$ cat config.mk
export PLATFORM = sky130hd
export DESIGN_NAME = cnt_100m
export DESIGN_NICKNAME = d
export VERILOG_FILES = /design/src/rtl/cnt_100m.sv
export SDC_FILE = /design/constraint.sdc
export NUM_CORES = 1
export LEC_CHECK = 0
export BUFFER_PORTS_ARGS = -buffer_cell sky130_fd_sc_hd__buf_2
export CELL_PAD_IN_SITES_DETAIL_PLACEMENT = 0
export CELL_PAD_IN_SITES_GLOBAL_PLACEMENT = 1
export CORE_MARGIN = 2
export CORE_UTILIZATION = 25
export DETAILED_ROUTE_END_ITERATION = 6
export PLACE_DENSITY_LB_ADDON = 0.08
export SYNTH_ARGS = -nofsm -noshare
export SYNTH_HDL_FRONTEND = slang
export SYNTH_SLANG_ARGS = --single-unit
$ cat constraint.sdc
create_clock -name clk -period 2.05 [get_ports clk]
set_input_delay 0.205 -clock clk [delete_from_list [all_inputs] [get_ports clk]]
set_output_delay 0.205 -clock clk [all_outputs]
set_load 0.03 [all_outputs]
$ cat src/rtl/cnt_100m.sv
// Cascaded prescaler timebase: aligned one-cycle 10 kHz, 1 kHz and 1 Hz tick strobes from the 100 MHz clock.
// Latency: ticks are registered, one cycle after the wrap edge; no flow control, the counters free-run.
module cnt_100m #(
    parameter int DIV_10K = 10000,
    parameter int DIV_1K  = 10,
    parameter int DIV_1HZ = 1000
) (
    input  logic clk,
    input  logic rstn,
    output logic eo_100M,
    output logic eo_10k,
    output logic eo_1k
);
    localparam int W0 = $clog2(DIV_10K);
    localparam int W1 = $clog2(DIV_1K);
    localparam int W2 = $clog2(DIV_1HZ);

    localparam logic [W0-1:0] C0_MAX = W0'(DIV_10K - 1);
    localparam logic [W1-1:0] C1_MAX = W1'(DIV_1K - 1);
    localparam logic [W2-1:0] C2_MAX = W2'(DIV_1HZ - 1);

    logic [W0-1:0] c0;
    logic [W1-1:0] c1;
    logic [W2-1:0] c2;
    logic          wrap0;
    logic          wrap1;
    logic          wrap2;

    // A slower stage can only wrap on the same edge as every faster stage.
    assign wrap0 = (c0 == C0_MAX);
    assign wrap1 = wrap0 && (c1 == C1_MAX);
    assign wrap2 = wrap1 && (c2 == C2_MAX);

    always_ff @(posedge clk or posedge rstn) begin
        if (rstn) begin
            c0      <= '0;
            c1      <= '0;
            c2      <= '0;
            eo_10k  <= 1'b0;
            eo_1k   <= 1'b0;
            eo_100M <= 1'b0;
        end else begin
            eo_10k  <= wrap0;
            eo_1k   <= wrap1;
            eo_100M <= wrap2;
            c0      <= wrap0 ? '0 : c0 + W0'(1);
            if (wrap0) begin
                c1 <= wrap1 ? '0 : c1 + W1'(1);
            end
            if (wrap1) begin
                c2 <= wrap2 ? '0 : c2 + W2'(1);
            end
        end
    end
endmodule

; Yosys cells after proc, flatten, opt, wreduce, memory -nomap -nowiden
; Index checks and enable logic that the tools add are counted.
[word_totals]
ff_bits = 31
out_inout_bits = 3
input_bits = 2
[op_classes]
n_reduce_logical = 2
n_mux = 3
add_sub_neg = 3
eq_ne = 3
[op_table]
columns = op, n
row1 = 14-bit by 1-bit adder with 14-bit output (second input constant), 1
row2 = 14-bit == test (second input constant), 1
row3 = 14-bit two-way mux, 1
row4 = 10-bit by 1-bit adder with 10-bit output (second input constant), 1
row5 = 10-bit == test (second input constant), 1
row6 = 10-bit two-way mux, 1
row7 = 4-bit by 1-bit adder with 4-bit output (second input constant), 1
row8 = 4-bit == test (second input constant), 1
row9 = 4-bit two-way mux, 1
row10 = 1-bit logical AND, 2

; Longest topological paths before layout
[depth]
depth_word = 4
depth_mapped = 7
depth_no_buf = 7

; Worst setup path after synthesis
; No wires, ideal clock.
[synth_timing]
path_kind = reg2reg
from = register c0[6]
to = register c2[6]
arrival_ns = 2.079
path_buffers = 1
slack_ns = -0.154
stages_incl_launch_ff = 6
required_time_ns = 1.925
cell_sequence = dfrtp_1 -> or4_4 -> or4_1 -> buf_2 -> a211o_1 -> mux2_2
[synth_between]
elab_chain_len = 4
[synth_rtl]
columns = element, line_no
row1 = from (decl), 22  ; logic [W0-1:0] c0;
row2 = from (signal assigned), 46  ; c0 <= wrap0 ? '0 : c0 + W0'(1);
row3 = 14-bit == test *, 30  ; assign wrap0 = (c0 == C0_MAX);
row4 = 1-bit logical AND *, 31  ; assign wrap1 = wrap0 && (c1 == C1_MAX);
row5 = 1-bit logical AND, 32  ; assign wrap2 = wrap1 && (c2 == C2_MAX);
row6 = 10-bit two-way mux, 51  ; c2 <= wrap2 ? '0 : c2 + W2'(1);
row7 = to (signal assigned), 51
row8 = to (decl), 24  ; logic [W2-1:0] c2;
; Mark *: on every way between the ends. The rest lies on a longest branch, timed or not.
; A chain may end at the register's enable or synchronous reset.

; Worst setup path after layout
[layout_timing]
from = register c0[6]
to = register c1[1]
[layout_between]
elab_chain_len = 3
[layout_rtl]
columns = element, line_no
row1 = 14-bit == test *, 30
row2 = 1-bit logical AND, 31
row3 = 4-bit two-way mux, 48  ; c1 <= wrap1 ? '0 : c1 + W1'(1);
row4 = to (signal assigned), 48
row5 = to (decl), 23  ; logic [W1-1:0] c1;
; Marked as above.

==> run metrics <==
cell type of the slowest stage on the worst timing path sky130_fd_sc_hd__or4_4; leading area contributor after synthesis sky130_fd_sc_hd__dfrtp_1; root buffer selected by CTS sky130_fd_sc_hd__clkbuf_8; count of endpoints failing setup in the final report 3; clk slew on worst S/H paths 0.06 ns; per-cell routed wire length 14.3 um; floorplan die height 82.5 um; number of instances in the synthesized netlist 155; Req. time, crit path 2.26 ns; insertion delay of the later-clocked pin in the worst-skew pair 0.28 ns; net count of the finished layout 187; critical path data arrival time 2.31 ns; quantity of I/O buffers inserted on ports 4; horizontal extent of the die 82.5 um; leakage power 0.848 nW; starting DRC count in detailed routing 55; cell area after synthesis 1540 um^2; sort of element at the start of the critical path flop; launching element of the worst setup path c0[6]$_DFF_PP0_; R2R cell count 5; worst-path cell chain or4_4 > or4_4 > buf_6 > or3_1 > o21ai_1; buffer levels on the longest clock path 2; H-tree level count 2; sum of net half-perimeters after detailed placement 2.57 mm; maximum clock rate 474 MHz; post-layout min period 2.11 ns; GRT Residual Overflow 0; clock buffer count from CTS 5; ranking of synthesized cells by area sky130_fd_sc_hd__dfrtp_1, sky130_fd_sc_hd__nand3_1, sky130_fd_sc_hd__xnor2_1, sky130_fd_sc_hd__xor2_1, sky130_fd_sc_hd__ha_1; WS Path Type reg2reg; average cell area after synthesis 9.94 um^2; Total Negative Setup Slacks -0.0980 ns; first-pass GRT wire length 6.24 mm; placed insts 248; total die area 6800 um^2; starting density of the core 0.260; final max-slew violation count 0; final number of hold-violating endpoints 0; run status finished, violations left; number of global-route vias before repair 1230; post-synthesis async set-or-reset flop share 1.00; number of iterations in the first detailed-routing pass 4; highest cell delay on the worst timing path 0.56 ns; measured slew at the worst slew-check pin 0.428 ns; sequential fraction of the synthesis area 0.504; DRC 0; I/O pins 5; placer congestion estimate 0.758; pin count of the biggest net entering global routing 32; total via count after detailed routing 1225; total power divided by cell area 570 nW/um^2; Core Area 5920 um^2; Post-Layout Cell Count 255; largest fanout on the critical path 8; CTS Hold Bufs 0; number of synthesized register bits 31; # Max-Cap Violations 0; antenna violations before repair 0; portion of synthesized cell area occupied by the leading cell type 0.504; Syn-to-layout area delta 22.7%; setup repair after global routing missed its margin yes; most common flop cell mapped by yosys sky130_fd_sc_hd__dfrtp_1; total number of clock tree sinks 31; cell row count 28; violations in the final reports setup timing; number of antenna diodes 0; FF-to-FF Start c0[6]$_DFF_PP0_; fill cell count 619; total wirelength of the detailed-routed design 3.65 mm; worst setup slack after placement -0.117 ns; post-layout worst setup margin -0.0583 ns; worst vdd rail ir drop 0.000237 V; count of cell types in the netlist 35; TritonCTS clock tree built; Antenna Nets Post-Route 0; Post-synth EDFFs 0; final clock skew 0.00815 ns; CP dominant cell by count sky130_fd_sc_hd__or4_4; via density per instance 4.80; ratio of cells with drive above 1 in the final layout 0.228; class of the worst hold path in2async; kind of end point of the critical path flop; warning count from the yosys run 0; Worst slew margin 0.715; final clock period utilization by the worst path 1.03; Synth Net Count 161; Tot GR Track Use 0.126
kinds of logic (layout without fill, tap and decap cells):
logic type | Yosys count | in the layout | synth area share
AO/OA/AOI/OAI | 21 | 21 | 0.0853
XOR/XNOR | 12 | 12 | 0.0682
adder cells (fa/ha/maj) | 4 | 4 | 0.0325
buffers and inverters | 14 | 39 | 0.0366
flip-flops | 31 | 31 | 0.504
multiplexers | 4 | 4 | 0.0268
AND/OR/NAND/NOR | 69 | 69 | 0.247
power by group:
group	switching (mW)	internal, mW	leakage (nW)
clock network	0.224	0.226	0.0371
logic	0.0128	0.00208	0.392
registers	0	0.612	0.419
total	0.237	0.840	0.848
Yosys cell counts (all sizes together), types with 2 or more instances:
library cell and count:
and3 4, clkbuf 3, inv 8, xor2 6, or4 3, nand4 6
nand4b 2, o31ai 2, nand2 10, xnor2 6, ha 4, buf 3
nor4 3, o21ai 10, mux2i 3, a21oi 2, nor2 8, dfrtp 31
or3 4, nand3 13, nor3 8, or2 3, a211oi 3, nand3b 2
sequential cells by signal (all words and copies together) (netlist names):
register  count
c0           14
c2           10
c1            4
eo_100M       1
eo_10k        1
eo_1k         1
area by class of cell:
class / count / area [um^2] / area share
repair buffers: 25 / 181 / 0.0960
multi-input cells: 110 / 737 / 0.390
clock buffers: 6 / 72.6 / 0.0384
flip-flops and latches: 31 / 776 / 0.410
inverters: 8 / 30.0 / 0.0159
well taps: 75 / 93.8 / 0.0496
routing by layer:
metal / track usage / vias up / share of wire
li1: - / 604 / -
met1: 0.155 / 602 / 0.47
met2: 0.207 / 13 / 0.49
met3: 0.0359 / 6 / 0.026
met4: 0.0492 / 0 / 0.016
met5: 0 / - / 0
critical path: cells and delay by family (launching register included):
family	cells	cell delay, ns
buf+inv	1	0.15
flops	1	0.38
compound gates	1	0.08
simple gates	3	1.42
through the flow:
stage	util	hold WS (ns)	power, mW	instance area (um^2)
global placement	0.302	0.322	0.639	1790
global route	0.319	0.0385	1.12	1890
CTS	0.315	0.0309	1.10	1860
floorplan	-	0.309	0.632	1540
finish	0.319	0.00797	1.08	1890
detailed placement	0.302	0.335	0.639	1790
path summary, 6_finish.rpt:
check	to	slack, ns
setup / recovery	c1[1]$_DFFE_PP0N_	-0.06
hold / removal	c0[4]$_DFF_PP0_	0.008
setup reg to reg	c1[1]$_DFFE_PP0N_	-0.06
hold reg to reg	c1[3]$_DFFE_PP0N_	0.47
max in group asynchronous	c0[9]$_DFF_PP0_	1.73
min in group clk	c1[3]$_DFFE_PP0N_	0.47
cells in the final DEF, fill, tap and decap left out, types with 5 or more instances in the layout:
cell type / count
sky130_fd_sc_hd__dfrtp_1: 31
sky130_fd_sc_hd__buf_4: 20
sky130_fd_sc_hd__nand3_1: 13
sky130_fd_sc_hd__nand2_1: 9
sky130_fd_sc_hd__o21ai_0: 8
sky130_fd_sc_hd__inv_1: 8
sky130_fd_sc_hd__nor2_1: 8
sky130_fd_sc_hd__nor3_1: 8
sky130_fd_sc_hd__nand4_1: 6
sky130_fd_sc_hd__xor2_1: 6
sky130_fd_sc_hd__xnor2_1: 6
sky130_fd_sc_hd__clkbuf_8: 5
repair_timing:
action | CTS | global route
cloned | 0 | 0
resized for setup | 1 | 5
pin swaps | 0 | 4
buffers inserted | 0 | 1
endpoints found under the setup margin | 8 | 9
No activity file was read; power rests on OpenSTA's default activity.
